## config.mk

```make
export PLATFORM = sky130hd
export DESIGN_NAME = accelerator_vector_calculus_controller_flat
export DESIGN_NICKNAME = d
export VERILOG_FILES = /design/src/rtl/accelerator_vector_calculus_controller_if.sv /design/src/rtl/accelerator_vector_calculus_controller.sv /design/src/flat_wrapper.sv
export SDC_FILE = /design/constraint.sdc
export NUM_CORES = 1
export LEC_CHECK = 0
export BUFFER_PORTS_ARGS = -buffer_cell sky130_fd_sc_hd__buf_2
export CELL_PAD_IN_SITES_DETAIL_PLACEMENT = 0
export CELL_PAD_IN_SITES_GLOBAL_PLACEMENT = 1
export CORE_MARGIN = 2
export CORE_UTILIZATION = 45
export CTS_CLUSTER_SIZE = 24
export DETAILED_ROUTE_END_ITERATION = 7
export GPL_TIMING_DRIVEN = 1
export PLACE_DENSITY_LB_ADDON = 0.1
export RECOVER_POWER = 25
export SLEW_MARGIN = 20
export SYNTH_ARGS = -nofsm -noshare
export SYNTH_HDL_FRONTEND = slang
export SYNTH_SLANG_ARGS = --single-unit
```

## constraint.sdc

```tcl
create_clock -name clk -period 24.1 [get_ports clk]
set_input_delay 1.205 -clock clk [delete_from_list [all_inputs] [get_ports clk]]
set_output_delay 1.205 -clock clk [all_outputs]
set_load 0.005 [all_outputs]
```

## src/rtl/accelerator_vector_calculus_controller_if.sv

```systemverilog
// Job/stream bundle between the NTM control, the vector data streams and the
// vector calculus controller.
interface accelerator_vector_calculus_controller_if #(
    parameter int unsigned DataSize    = 64,
    parameter int unsigned ControlSize = 4
);
    logic                   start;
    logic                   ready;
    logic [ControlSize-1:0] mode;
    logic [DataSize-1:0]    length;
    logic                   data_enable;
    logic                   data_in_enable;
    logic [DataSize-1:0]    data_in;
    logic                   data_out_enable;
    logic [DataSize-1:0]    data_out;
    logic [DataSize-1:0]    index_out;

    modport master (
        output start, mode, length, data_in_enable, data_in,
        input  ready, data_enable, data_out_enable, data_out, index_out
    );

    modport slave (
        input  start, mode, length, data_in_enable, data_in,
        output ready, data_enable, data_out_enable, data_out, index_out
    );
endinterface

```

## src/rtl/accelerator_vector_calculus_controller.sv

```systemverilog
// Job sequencer for the vector calculus path: streams LENGTH elements through a
// shared difference/accumulate datapath, one registered result per accepted input.
module accelerator_vector_calculus_controller #(
    parameter int unsigned DataSize    = 64,
    parameter int unsigned ControlSize = 4
) (
    input logic clk,
    input logic rst,
    accelerator_vector_calculus_controller_if.slave ctrl_io
);

    typedef enum logic [1:0] {StStarter, StInput, StEnder} state_e;

    state_e              state_q, state_d;
    logic                mode_q, mode_d;
    logic [DataSize-1:0] length_q, length_d;
    logic [DataSize-1:0] count_q, count_d;
    logic [DataSize-1:0] prev_q, prev_d;
    logic [DataSize-1:0] acc_q, acc_d;
    logic                ready_q, ready_d;
    logic                data_enable_q, data_enable_d;
    logic                strobe_q, strobe_d;
    logic [DataSize-1:0] data_out_q, data_out_d;
    logic [DataSize-1:0] index_out_q, index_out_d;

    logic                accept;
    logic [DataSize-1:0] result;

    // Only mode bit 0 is decoded; the reserved bits are deliberately dropped.
    logic unused_mode;
    assign unused_mode = ^ctrl_io.mode[ControlSize-1:1];

    assign accept = data_enable_q & ctrl_io.data_in_enable;
    assign result = mode_q ? (acc_q + ctrl_io.data_in) : (ctrl_io.data_in - prev_q);

    always_comb begin
        state_d       = state_q;
        mode_d        = mode_q;
        length_d      = length_q;
        count_d       = count_q;
        prev_d        = prev_q;
        acc_d         = acc_q;
        ready_d       = ready_q;
        data_enable_d = data_enable_q;
        strobe_d      = 1'b0;
        data_out_d    = data_out_q;
        index_out_d   = index_out_q;

        unique case (state_q)
            // The ender cycle already shows READY=1, so it takes a new job too.
            StStarter, StEnder: begin
                state_d = StStarter;
                if (ctrl_io.start && (ctrl_io.length != '0)) begin
                    state_d       = StInput;
                    mode_d        = ctrl_io.mode[0];
                    length_d      = ctrl_io.length;
                    count_d       = '0;
                    prev_d        = '0;
                    acc_d         = '0;
                    ready_d       = 1'b0;
                    data_enable_d = 1'b1;
                end
            end
            StInput: begin
                if (accept) begin
                    strobe_d    = 1'b1;
                    data_out_d  = result;
                    index_out_d = count_q;
                    count_d     = count_q + 1'b1;
                    if (mode_q) begin
                        acc_d = result;
                    end else begin
                        prev_d = ctrl_io.data_in;
                    end
                    if (count_q == (length_q - 1'b1)) begin
                        state_d       = StEnder;
                        data_enable_d = 1'b0;
                        ready_d       = 1'b1;
                    end
                end
            end
            default: state_d = StStarter;
        endcase
    end

    always_ff @(posedge clk or posedge rst) begin
        if (rst) begin
            state_q       <= StStarter;
            mode_q        <= 1'b0;
            length_q      <= '0;
            count_q       <= '0;
            prev_q        <= '0;
            acc_q         <= '0;
            ready_q       <= 1'b1;
            data_enable_q <= 1'b0;
            strobe_q      <= 1'b0;
            data_out_q    <= '0;
            index_out_q   <= '0;
        end else begin
            state_q       <= state_d;
            mode_q        <= mode_d;
            length_q      <= length_d;
            count_q       <= count_d;
            prev_q        <= prev_d;
            acc_q         <= acc_d;
            ready_q       <= ready_d;
            data_enable_q <= data_enable_d;
            strobe_q      <= strobe_d;
            data_out_q    <= data_out_d;
            index_out_q   <= index_out_d;
        end
    end

    assign ctrl_io.ready           = ready_q;
    assign ctrl_io.data_enable     = data_enable_q;
    assign ctrl_io.data_out_enable = strobe_q;
    assign ctrl_io.data_out        = data_out_q;
    assign ctrl_io.index_out       = index_out_q;

endmodule

```

## src/flat_wrapper.sv

```systemverilog
// flat-port wrapper written by rule: the top's interface ports become plain ports
module accelerator_vector_calculus_controller_flat 
#(
    parameter int unsigned DataSize    = 64,
    parameter int unsigned ControlSize = 4
)
  (clk, rst, ctrl_io_start, ctrl_io_mode, ctrl_io_length, ctrl_io_data_in_enable, ctrl_io_data_in, ctrl_io_ready, ctrl_io_data_enable, ctrl_io_data_out_enable, ctrl_io_data_out, ctrl_io_index_out);
  accelerator_vector_calculus_controller_if #(.DataSize(DataSize), .ControlSize(ControlSize)) ctrl_io_i ();
  input logic clk;
  input logic rst;
  input wire logic [$bits(ctrl_io_i.start)-1:0] ctrl_io_start;
  input wire logic [$bits(ctrl_io_i.mode)-1:0] ctrl_io_mode;
  input wire logic [$bits(ctrl_io_i.length)-1:0] ctrl_io_length;
  input wire logic [$bits(ctrl_io_i.data_in_enable)-1:0] ctrl_io_data_in_enable;
  input wire logic [$bits(ctrl_io_i.data_in)-1:0] ctrl_io_data_in;
  output wire logic [$bits(ctrl_io_i.ready)-1:0] ctrl_io_ready;
  output wire logic [$bits(ctrl_io_i.data_enable)-1:0] ctrl_io_data_enable;
  output wire logic [$bits(ctrl_io_i.data_out_enable)-1:0] ctrl_io_data_out_enable;
  output wire logic [$bits(ctrl_io_i.data_out)-1:0] ctrl_io_data_out;
  output wire logic [$bits(ctrl_io_i.index_out)-1:0] ctrl_io_index_out;
  assign ctrl_io_i.start = ctrl_io_start;
  assign ctrl_io_i.mode = ctrl_io_mode;
  assign ctrl_io_i.length = ctrl_io_length;
  assign ctrl_io_i.data_in_enable = ctrl_io_data_in_enable;
  assign ctrl_io_i.data_in = ctrl_io_data_in;
  assign ctrl_io_ready = ctrl_io_i.ready;
  assign ctrl_io_data_enable = ctrl_io_i.data_enable;
  assign ctrl_io_data_out_enable = ctrl_io_i.data_out_enable;
  assign ctrl_io_data_out = ctrl_io_i.data_out;
  assign ctrl_io_index_out = ctrl_io_i.index_out;
  accelerator_vector_calculus_controller #(.DataSize(DataSize), .ControlSize(ControlSize)) u_core (.clk(clk), .rst(rst), .ctrl_io(ctrl_io_i));
endmodule
```

Word-level counts from Yosys, hierarchy flattened
Index checks and enable logic that the tools add are counted.
Word-level totals
  bits in registers: 390
  bits of input ports: 136
  output and inout bits: 131
  logic and storage cells: 60
Cells by class
  add/subtract/negate cells: 4
  equal/unequal tests: 8
  mux-type cells: 24
  bitwise logic cells: 1
  reduce and logical (&&, ||, !) cells: 12
Operators by type and width (number)
  64-bit 2-to-1 mux: 7
  64-bit one-hot mux with 2 select lines: 3
  64-bit by 1-bit adder with 64-bit output, second input constant: 1
  64-bit adder: 1
  64-bit equality test: 1
  64-bit nonzero test: 1
  64-bit by 1-bit subtractor with 64-bit output, second input constant: 1
  64-bit subtractor: 1
  4-bit AND reduction: 3
  1-bit 2-to-1 mux: 9
  2-bit by 1-bit inequality test with 1-bit output, second input constant: 4
  2-bit AND reduction: 3
  2-bit 2-to-1 mux: 2
  1-bit one-hot mux with 2 select lines: 2
  2-bit one-hot mux with 2 select lines: 1
  3-bit AND reduction: 1
  2-bit by 1-bit equality test with 1-bit output, second input constant: 1
  2-bit equality test, second input constant: 1
  2-bit logical NOT: 1
  2-bit inequality test, second input constant: 1
  2-bit nonzero test: 1
  2-bit OR reduction: 1
  1-bit AND: 1
  1-bit logical AND: 1

Logic depth before layout (Yosys ltp)
Gate-level depths: netlist of the first run.
  depth in word-level cells: 5
  mapped depth: 24
  depth with buffers taken out: 22

Worst setup path before layout of the first run
No wires, ideal clock.
  kind: reg-to-reg
  start: reg u_core.prev_q[3]
  end: reg u_core.data_out_q[62] (netlist: u_core.ctrl_io.data_out[62])
  library setup time: 0.134 ns
  arrival: 4.978 ns
  required time: 23.966 ns
  path slack: 18.988 ns
  cell stages (with the launch flop): 22
  path buffers: 1
  clock period less this slack: 5.112 ns
  cell sequence: dfrtp_1 > or4_4 > or4b_4 > or4_4 > buf_6 > nor4_4 > nand2_2 > or3_4 > nor2_1 > xor2_1 > o21ai_1 > ha_1 > inv_1 > o21bai_1 > a21oi_1 > o221ai_1 > a2111oi_0 > nor2_1 > nor4_1 > nor2_1 > xnor2_1 > o21ai_0
Between the ends
  longest elaborated chain between the ends: 2
Ends and longest elaborated chain
  start: declaration: RTL line accelerator_vector_calculus_controller.sv:18  | logic [DataSize-1:0] prev_q, prev_d;
  start signal: assignment: RTL line accelerator_vector_calculus_controller.sv:104  | prev_q <= prev_d;
  64-bit subtractor: RTL line accelerator_vector_calculus_controller.sv:34  | assign result = mode_q ? (acc_q + ctrl_io.data_in) : (ctrl_io.data_in - prev_q);
  64-bit 2-to-1 mux: RTL line accelerator_vector_calculus_controller.sv:34
  end signal: assignment: RTL line accelerator_vector_calculus_controller.sv:109  | data_out_q <= data_out_d;
  end: declaration: RTL line accelerator_vector_calculus_controller.sv:23  | logic [DataSize-1:0] data_out_q, data_out_d;
Every way passes these cells.
A chain may end at the register's enable or synchronous reset.

==> results of run 1 <==
-- worst max-delay path by stage --
| stage | startpoint | endpoint | depth (start not counted) |
|---|---|---|---|
| floorplan | rst | u_core.acc_q[0] | 1 |
| global placement | u_core.prev_q[3] | u_core.ctrl_io.data_out[62] | 20 |
| detailed placement | u_core.prev_q[3] | u_core.ctrl_io.data_out[62] | 20 |
| CTS | u_core.prev_q[3] | u_core.ctrl_io.data_out[57] | 19 |
| global route | rst | u_core.acc_q[27] | 3 |
| finish | rst | u_core.ctrl_io.data_out[46] | 3 |
-- cell families after synthesis --
| logic type | after synthesis | synth area share [%] |
|---|---|---|
| buffers and inverters | 164 | 2.76 |
| adders and majority gates | 67 | 3.73 |
| DFF | 390 | 43.0 |
| and+or+nand+nor | 1038 | 21.7 |
| xor gates and xnor gates | 255 | 9.85 |
| AOI/OAI and AO/OA | 559 | 15.4 |
| muxes | 72 | 3.53 |
-- layout make-up --
type,count,area [um2]
antenna,1,2.50
inverter,32,121
sequential,390,9760
clock buffer,63,1260
fill,4807,24000
tap,672,841
clock inverter,19,238
timing repair buffer,280,1450
multi-input combinational,1991,12300
-- through the flow --
stage,area [um2],setup slack [ps],instances,utilization [%]
floorplan,22700,12060,2545,-
global placement,24500,18210,3365,49.1
detailed placement,24500,18170,3365,49.1
CTS,26000,18140,3447,52.1
global route,26000,16470,3447,52.0
finish,26000,17620,3448,52.1
-- per-layer routing --
layer,up-vias,GRT usage (%),routed length (um)
li1,9349,-,-
met1,9459,34.7,29900
met2,462,42.3,31500
met3,97,3.48,3050
met4,2,7.31,1850
met5,-,0,12
-- cell usage in the layout (no fill, tap or decap), types with 6 or more instances in the layout --
cell type | Yosys | layout
o21ai_0 | 249 | 249
dfrtp_1 | 389 | 388
xor2_1 | 136 | 136
or4_1 | 23 | 23
inv_1 | 31 | 31
a21o_1 | 31 | 30
or2_2 | 10 | 10
and4_1 | 6 | 6
a31oi_1 | 14 | 14
nand4_1 | 43 | 43
or3_1 | 31 | 31
buf_4 | 1 | 15
clkbuf_16 | 0 | 45
nand2b_1 | 17 | 17
xnor2_1 | 119 | 119
and2_1 | 14 | 14
mux2_2 | 63 | 63
a211oi_1 | 12 | 12
nor3_1 | 48 | 48
mux2i_1 | 9 | 9
o21ai_1 | 10 | 10
nor2_1 | 163 | 162
nor4_1 | 55 | 54
o21bai_1 | 13 | 13
clkbuf_8 | 0 | 7
o31ai_1 | 11 | 11
o21a_1 | 7 | 7
a41oi_1 | 7 | 7
and3_1 | 26 | 26
nand3_1 | 52 | 52
buf_2 | 0 | 263
nand2_1 | 496 | 495
clkinv_2 | 0 | 9
nor2b_1 | 17 | 17
ha_1 | 66 | 66
clkbuf_1 | 126 | 12
a21oi_1 | 82 | 82
a22o_1 | 66 | 66
-- power by group --
| part | total, mW | switching [mW] | internal, mW |
|---|---|---|---|
| clock | 0.701 | 0.281 | 0.420 |
| sequential | 0.858 | 0.0897 | 0.768 |
| combinational | 0.543 | 0.319 | 0.224 |
| total | 2.10 | 0.690 | 1.41 |
-- flip-flops by register name, indices dropped and copies added (netlist names) --
name	cells
u_core.length_q	64
u_core.ctrl_io.data_enable	1
u_core.acc_q	64
u_core.ctrl_io.data_out_enable	1
u_core.count_q	64
u_core.ctrl_io.data_out	64
u_core.state_q	2
u_core.ctrl_io.index_out	64
u_core.ctrl_io.ready	1
u_core.mode_q	1
u_core.prev_q	64
-- worst max-delay path, delay by kind of cell --
| kind | cells | cell delay [ps] |
|---|---|---|
| buf+inv | 3 | 4980 |
==> results.tsv, run 1 <==
stage	metric	value	unit
cts	cts_setup_buffers	0	
layout	area_delta_synth_final	14.7	%
cts	cts_tree	done	
setup_path	critPathCaptureType	asynchronous set/reset pin	
setup_path	rrSetupSlack	18070	ps
timing	slew_violations	192	
routing	drc_errors	0	
timing	fin_crit_sh	26.9	%
floorplanning	die_w	228	um
setup_path	cpMaxStageDelayCell	clkbuf_1	
grt	grt_pass1_wl	107	mm
hold_path	worstHoldStart	u_core.ctrl_io.index_out[0]	
hold_path	worstHoldEndpoint	u_core.ctrl_io.index_out[0]	
routing	drtAntennaViolNets	0	
logic_synthesis	synth-edff-count	0	
grt	overflow	0	
logic_synthesis	synth_area	22700	um2
timing	relSlewSlack	-153	%
floorplanning	rows	82	
cts	hold_buffers	0	
pwr	power	2.10	mW
grt	grt_max_degree	170	
layout	final_layout_size_suffix_gt1_share	16.4	%
timing	period_minus_slack	6480	ps
grt	grt_pass1_vias	19192	
routing	vias_per_cell	5.62	
hold_path	min_path_cells	2	
grt	grtUsageTotal	25.4	%
logic_synthesis	synth_seq_cells	390	
setup_path	path_cells	buf_2, clkinvlp_2, clkbuf_1	
routing	first_pass_iters	5	
cts	htree_levels	2	
setup_path	crit_arrival	6280	ps
floorplanning	initial_core_util	45.4	%
logic_synthesis	yosysWarnings	0	
placed_design	dp_hpwl	48.5	mm
run	maxCapViolations	3	
routing	drt_iter0_drc	1287	
grt	grt_antenna_before_repair	2	
cts	cts_sinks	390	
pwr	p_per_area	80.8	nW/um2
timing	fin_worst_skew	15.0	ps
floorplanning	chipHeight	228	um
timing	worst_pin_slew	3800	ps
cts	clockBufferDepth	3	
routing	routed-via-count	19369	
setup_path	worst_setup_path_start_kind	input port	
setup_path	crit_fanout	79	
pwr	cellLeakagePower	12.1	nW
setup_path	r2r-start	u_core.prev_q[3]	
cts	cts_resized	0	
timing	final_hold_viol_count	0	
cts	numCtsBuffers	45	
timing	tns	0	ps
logic_synthesis	async_flop_share	100	%
hold_path	hp-class	reg -> reg	
setup_path	r2r-end	u_core.ctrl_io.data_out[62]	
status	failed_checks	capacitance limit, slew limit	
logic_synthesis	syn_inst	2545	
logic_synthesis	synth_ff_type	dfrtp_1	
setup_path	crit_required	23910	ps
setup_path	rr_worst_depth	20	
routing	drt_wl_total	66.3	mm
logic_synthesis	synth_area_leaders	dfrtp_1 (43%), nand2_1 (8.2%), o21ai_0 (5.5%), xor2_1 (5.3%), xnor2_1 (4.6%)	
cts	clk_pin_slew	60	ps
cts	cts_root_buf	clkbuf_16	
layout	final_nets	2943	
floorplanning	die_area	52200	um2
logic_synthesis	ys_seq_area_share	43.0	%
logic_synthesis	yosys.area.top_type	dfrtp_1	
timing	finalSetupViolCount	0	
logic_synthesis	ys_types	81	
timing	whs	465	ps
status	outcome	finished, violations left	
floorplanning	core	50000	um2
placed_design	io_buffers	263	
logic_synthesis	synth_nets	2748	
pwr	irDropWorstVdd	0.0455	mV
logic_synthesis	synth.most_common_cell	nand2_1	
placed_design	finalWeightedCongestion	0.918	
timing	rsz0062_at_grt	no	
logic_synthesis	synthTopCellsByCount	nand2_1 (496), dfrtp_1 (389), o21ai_0 (249), nor2_1 (163), xor2_1 (136)	
timing	fmax	154	MHz
logic_synthesis	syn_avg_cell_area	8.91	um2
cts	clk_latency	580	ps
floorplanning	io_pins	267	
logic_synthesis	synth_top_area_share	42.9	%
setup_path	slowest_delay	2780	ps
setup_path	critPathKind	in -> async	
routing	wl_per_cell	19.2	um
No activity file was read; power rests on OpenSTA's default activity.
==> run 2, diff against run 1 <==
- CORE_UTILIZATION: 45 -> 41
- clock period: 24.1 -> 5.9 ns (I/O delays scaled with it)
==> run 2 against run 1 <==
Effect of this change:
- the flow still finishes with violations (capacitance limit, slew limit)
- critical endpoint is now u_core.ctrl_io.data_out[57]
- sequential share of layout area decreased by 2.2 points
- worst hold slack got worse by 400 ps
- count of clock-buffer cells in the layout up 3
- first-iteration DRC count grew 4.1%
- combinational power grew to 4.3 times the previous value
- register-to-register slack worse by 18000 ps
- highest routed layer unchanged
- sequential power grew to 4.1 times the previous value
- sequential cell count stayed put
- critical path type is now reg -> reg
- setup slack worse by 17000 ps
- clock skew is 13 ps higher
==> results.tsv, run 2 (same netlist as run 1, synthesis figures left out) <==
stage	metric	value	unit	change
hold_path	hp-class	in -> reg		was reg -> reg
grt	grtUsageTotal	24.4	%	was 25.4%
routing	drtAntennaViolNets	0		unchanged
timing	whs	61.5	ps	was 465 ps
floorplanning	initial_core_util	41.3	%	was 45.4%
timing	tns	0	ps	unchanged
timing	relSlewSlack	-127	%	was -153%
timing	worst_pin_slew	3400	ps	was 3800 ps
layout	fillers	5311		was 4807
setup_path	crit_arrival	6240	ps	was 6280 ps
pwr	cellLeakagePower	12.6	nW	was 12.1 nW
setup_path	cpMaxStageDelayCell	or4_4		was clkbuf_1
setup_path	rr_worst_depth	20		unchanged
routing	drt_wl_total	69.9	mm	was 66.3 mm
setup_path	critical_path_buf_inv_count	1		was 3
floorplanning	die_w	239	um	was 228 um
placed_design	dp_hpwl	50.2	mm	was 48.5 mm
cts	cts_root_buf	clkbuf_16		unchanged
setup_path	worst_setup_path_start_kind	flop		was input port
cts	clk_pin_slew	60	ps	about the same
cts	clk_latency	600	ps	was 580 ps
timing	fin_crit_sh	97.4	%	
run	maxCapViolations	2		was 3
grt	grt_pass1_wl	110	mm	was 107 mm
floorplanning	rows	86		was 82
cts	numCtsBuffers	45		unchanged
grt	overflow	0		unchanged
hold_path	min_path_cells	2		unchanged
grt	grt_antenna_before_repair	1		was 2
timing	fin_worst_skew	28.0	ps	was 15.0 ps
timing	fmax	174	MHz	
floorplanning	core	54900	um2	was 50000 um2
grt	use_met1	32.7	%	was 34.7%
status	outcome	finished, violations left		unchanged
setup_path	crit_cells	20		was 3
grt	grt_max_degree	139		was 170
cts	cts_sinks	390		unchanged
cts	htree_levels	2		unchanged
routing	drc_errors	0		unchanged
floorplanning	die_area	57200	um2	was 52200 um2
placed_design	io_buffers	263		unchanged
floorplanning	chipHeight	239	um	was 228 um
floorplanning	io_pins	267		unchanged
setup_path	crit_required	6390	ps	was 23910 ps
pwr	irDropWorstVdd	0.185	mV	was 0.0455 mV
grt	grt_pass1_vias	19695		was 19192
setup_path	critPathTopFamily	simple AND/OR/NAND/NOR gates		was buffers and inverters
layout	final_common_cell	nand2_1		unchanged
routing	vias_per_cell	5.50		was 5.62
setup_path	critPathKind	reg -> reg		was in -> async
timing	slew_violations	190		was 192
grt	use_met2	41.1	%	was 42.3%
cts	cts_tree	done		unchanged
timing	finalSetupViolCount	0		unchanged
layout	area_delta_synth_final	21.7	%	was 14.7%
status	failed_checks	capacitance limit, slew limit		unchanged
setup_path	slowest_delay	560	ps	was 2780 ps
layout	final_nets	3097		was 2943
timing	final_hold_viol_count	0		unchanged
pwr	power	8.92	mW	was 2.10 mW
routing	first_pass_iters	6		was 5
layout	final_layout_size_suffix_gt1_share	14.3	%	was 16.4%
grt	top_usage_layer	met2		unchanged
pwr	p_per_area	323	nW/um2	was 80.8 nW/um2
setup_path	critPathCaptureType	flop		was asynchronous set/reset pin
setup_path	crit_fanout	7		was 79
routing	routed-via-count	19990		was 19369
grt	use_met3	3.46	%	was 3.48%
placed_design	finalWeightedCongestion	0.921		was 0.918
routing	drt_iter0_drc	1340		was 1287
routing	wl_per_cell	19.2	um	about the same
layout	final_cell_mix	nand2_1 (495), dfrtp_1 (387), o21ai_0 (248)		was nand2_1 (495), dfrtp_1 (388), buf_2 (263)
cts	clockBufferDepth	3		unchanged
timing	period_minus_slack	5750	ps	
setup_path	path_cells	or4_4, or4b_4, or4_4, nor4_4, buf_4, nand2_1, nor4_1, xor2_1, o21ai_0, ha_1, and2_1, and3_1, nand3_1, nor2_1, o211ai_1, o211ai_1, a21o_1, a31oi_2, o211a_1, o21ai_0		was buf_2, clkinvlp_2, clkbuf_1
## run 2: routing by layer
metal	wire (um)	vias up	share of wire, %
met5	13	-	0.019
met4	1900	2	2.7
met3	2920	116	4.2
met2	33500	463	48
met1	31600	9731	45
li1	-	9678	-
## run 2: report_power, final
part | switching [mW] | leakage [nW] | internal (mW)
Clock | 1.18 | 0.783 | 1.89
Sequential | 0.376 | 5.04 | 3.14
Combinational | 1.35 | 6.74 | 0.980
Total | 2.91 | 12.6 | 6.01
## run 2: stage by stage
step                      util [%]  std cells  area (um2)  setup WS, ps
after floorplan                  -       2545       22700           360
after global placement        45.0       3417       24700           211
after detailed placement      45.0       3417       24700           170
after CTS                     50.3       3626       27600           114
after global routing          50.3       3631       27600         -27.5
final                         50.3       3632       27600           151
## run 2: what timing repair did
| item | in CTS | in global routing |
|---|---|---|
| setup endpoints to repair | 0 | 20 |
| hold endpoints to repair | 143 | 0 |
| resized for setup | 0 | 11 |
| buffers inserted | 0 | 5 |
| hold buffers | 129 | 0 |
## run 2: worst register-to-register path, delay by kind of cell (launching register included)
family	cells	cell delay [ps]
AND/OR/NAND/NOR	10	3070
AO/OA/AOI/OAI	7	1410
flip-flops	1	440
adder cells (fa/ha/maj)	1	380
buffers and inverters	1	180
XOR/XNOR	1	160
## run 2: area by class of cell
cell class	instances	area (um2)	share of cell area (%)
clock buffers	66	1360	4.92
well taps	704	881	3.19
flip-flops and latches	390	9770	35.4
diodes	1	2.50	0.00907
inverters	32	123	0.444
multi-input cells	1991	12400	44.8
repair buffers	434	2840	10.3
clock inverters	14	256	0.929
## run 2: final timing paths
path,end,from,slack (ps)
max,u_core.ctrl_io.data_out[57],u_core.prev_q[3],150
min,u_core.length_q[6],ctrl_io_length[6],60
max reg2reg,u_core.ctrl_io.data_out[57],u_core.prev_q[3],150
min reg2reg,u_core.ctrl_io.data_out[47],u_core.ctrl_io.data_out[47],470
max in group asynchronous,u_core.mode_q,rst,1280
min in group asynchronous,u_core.ctrl_io.data_out[12],rst,440
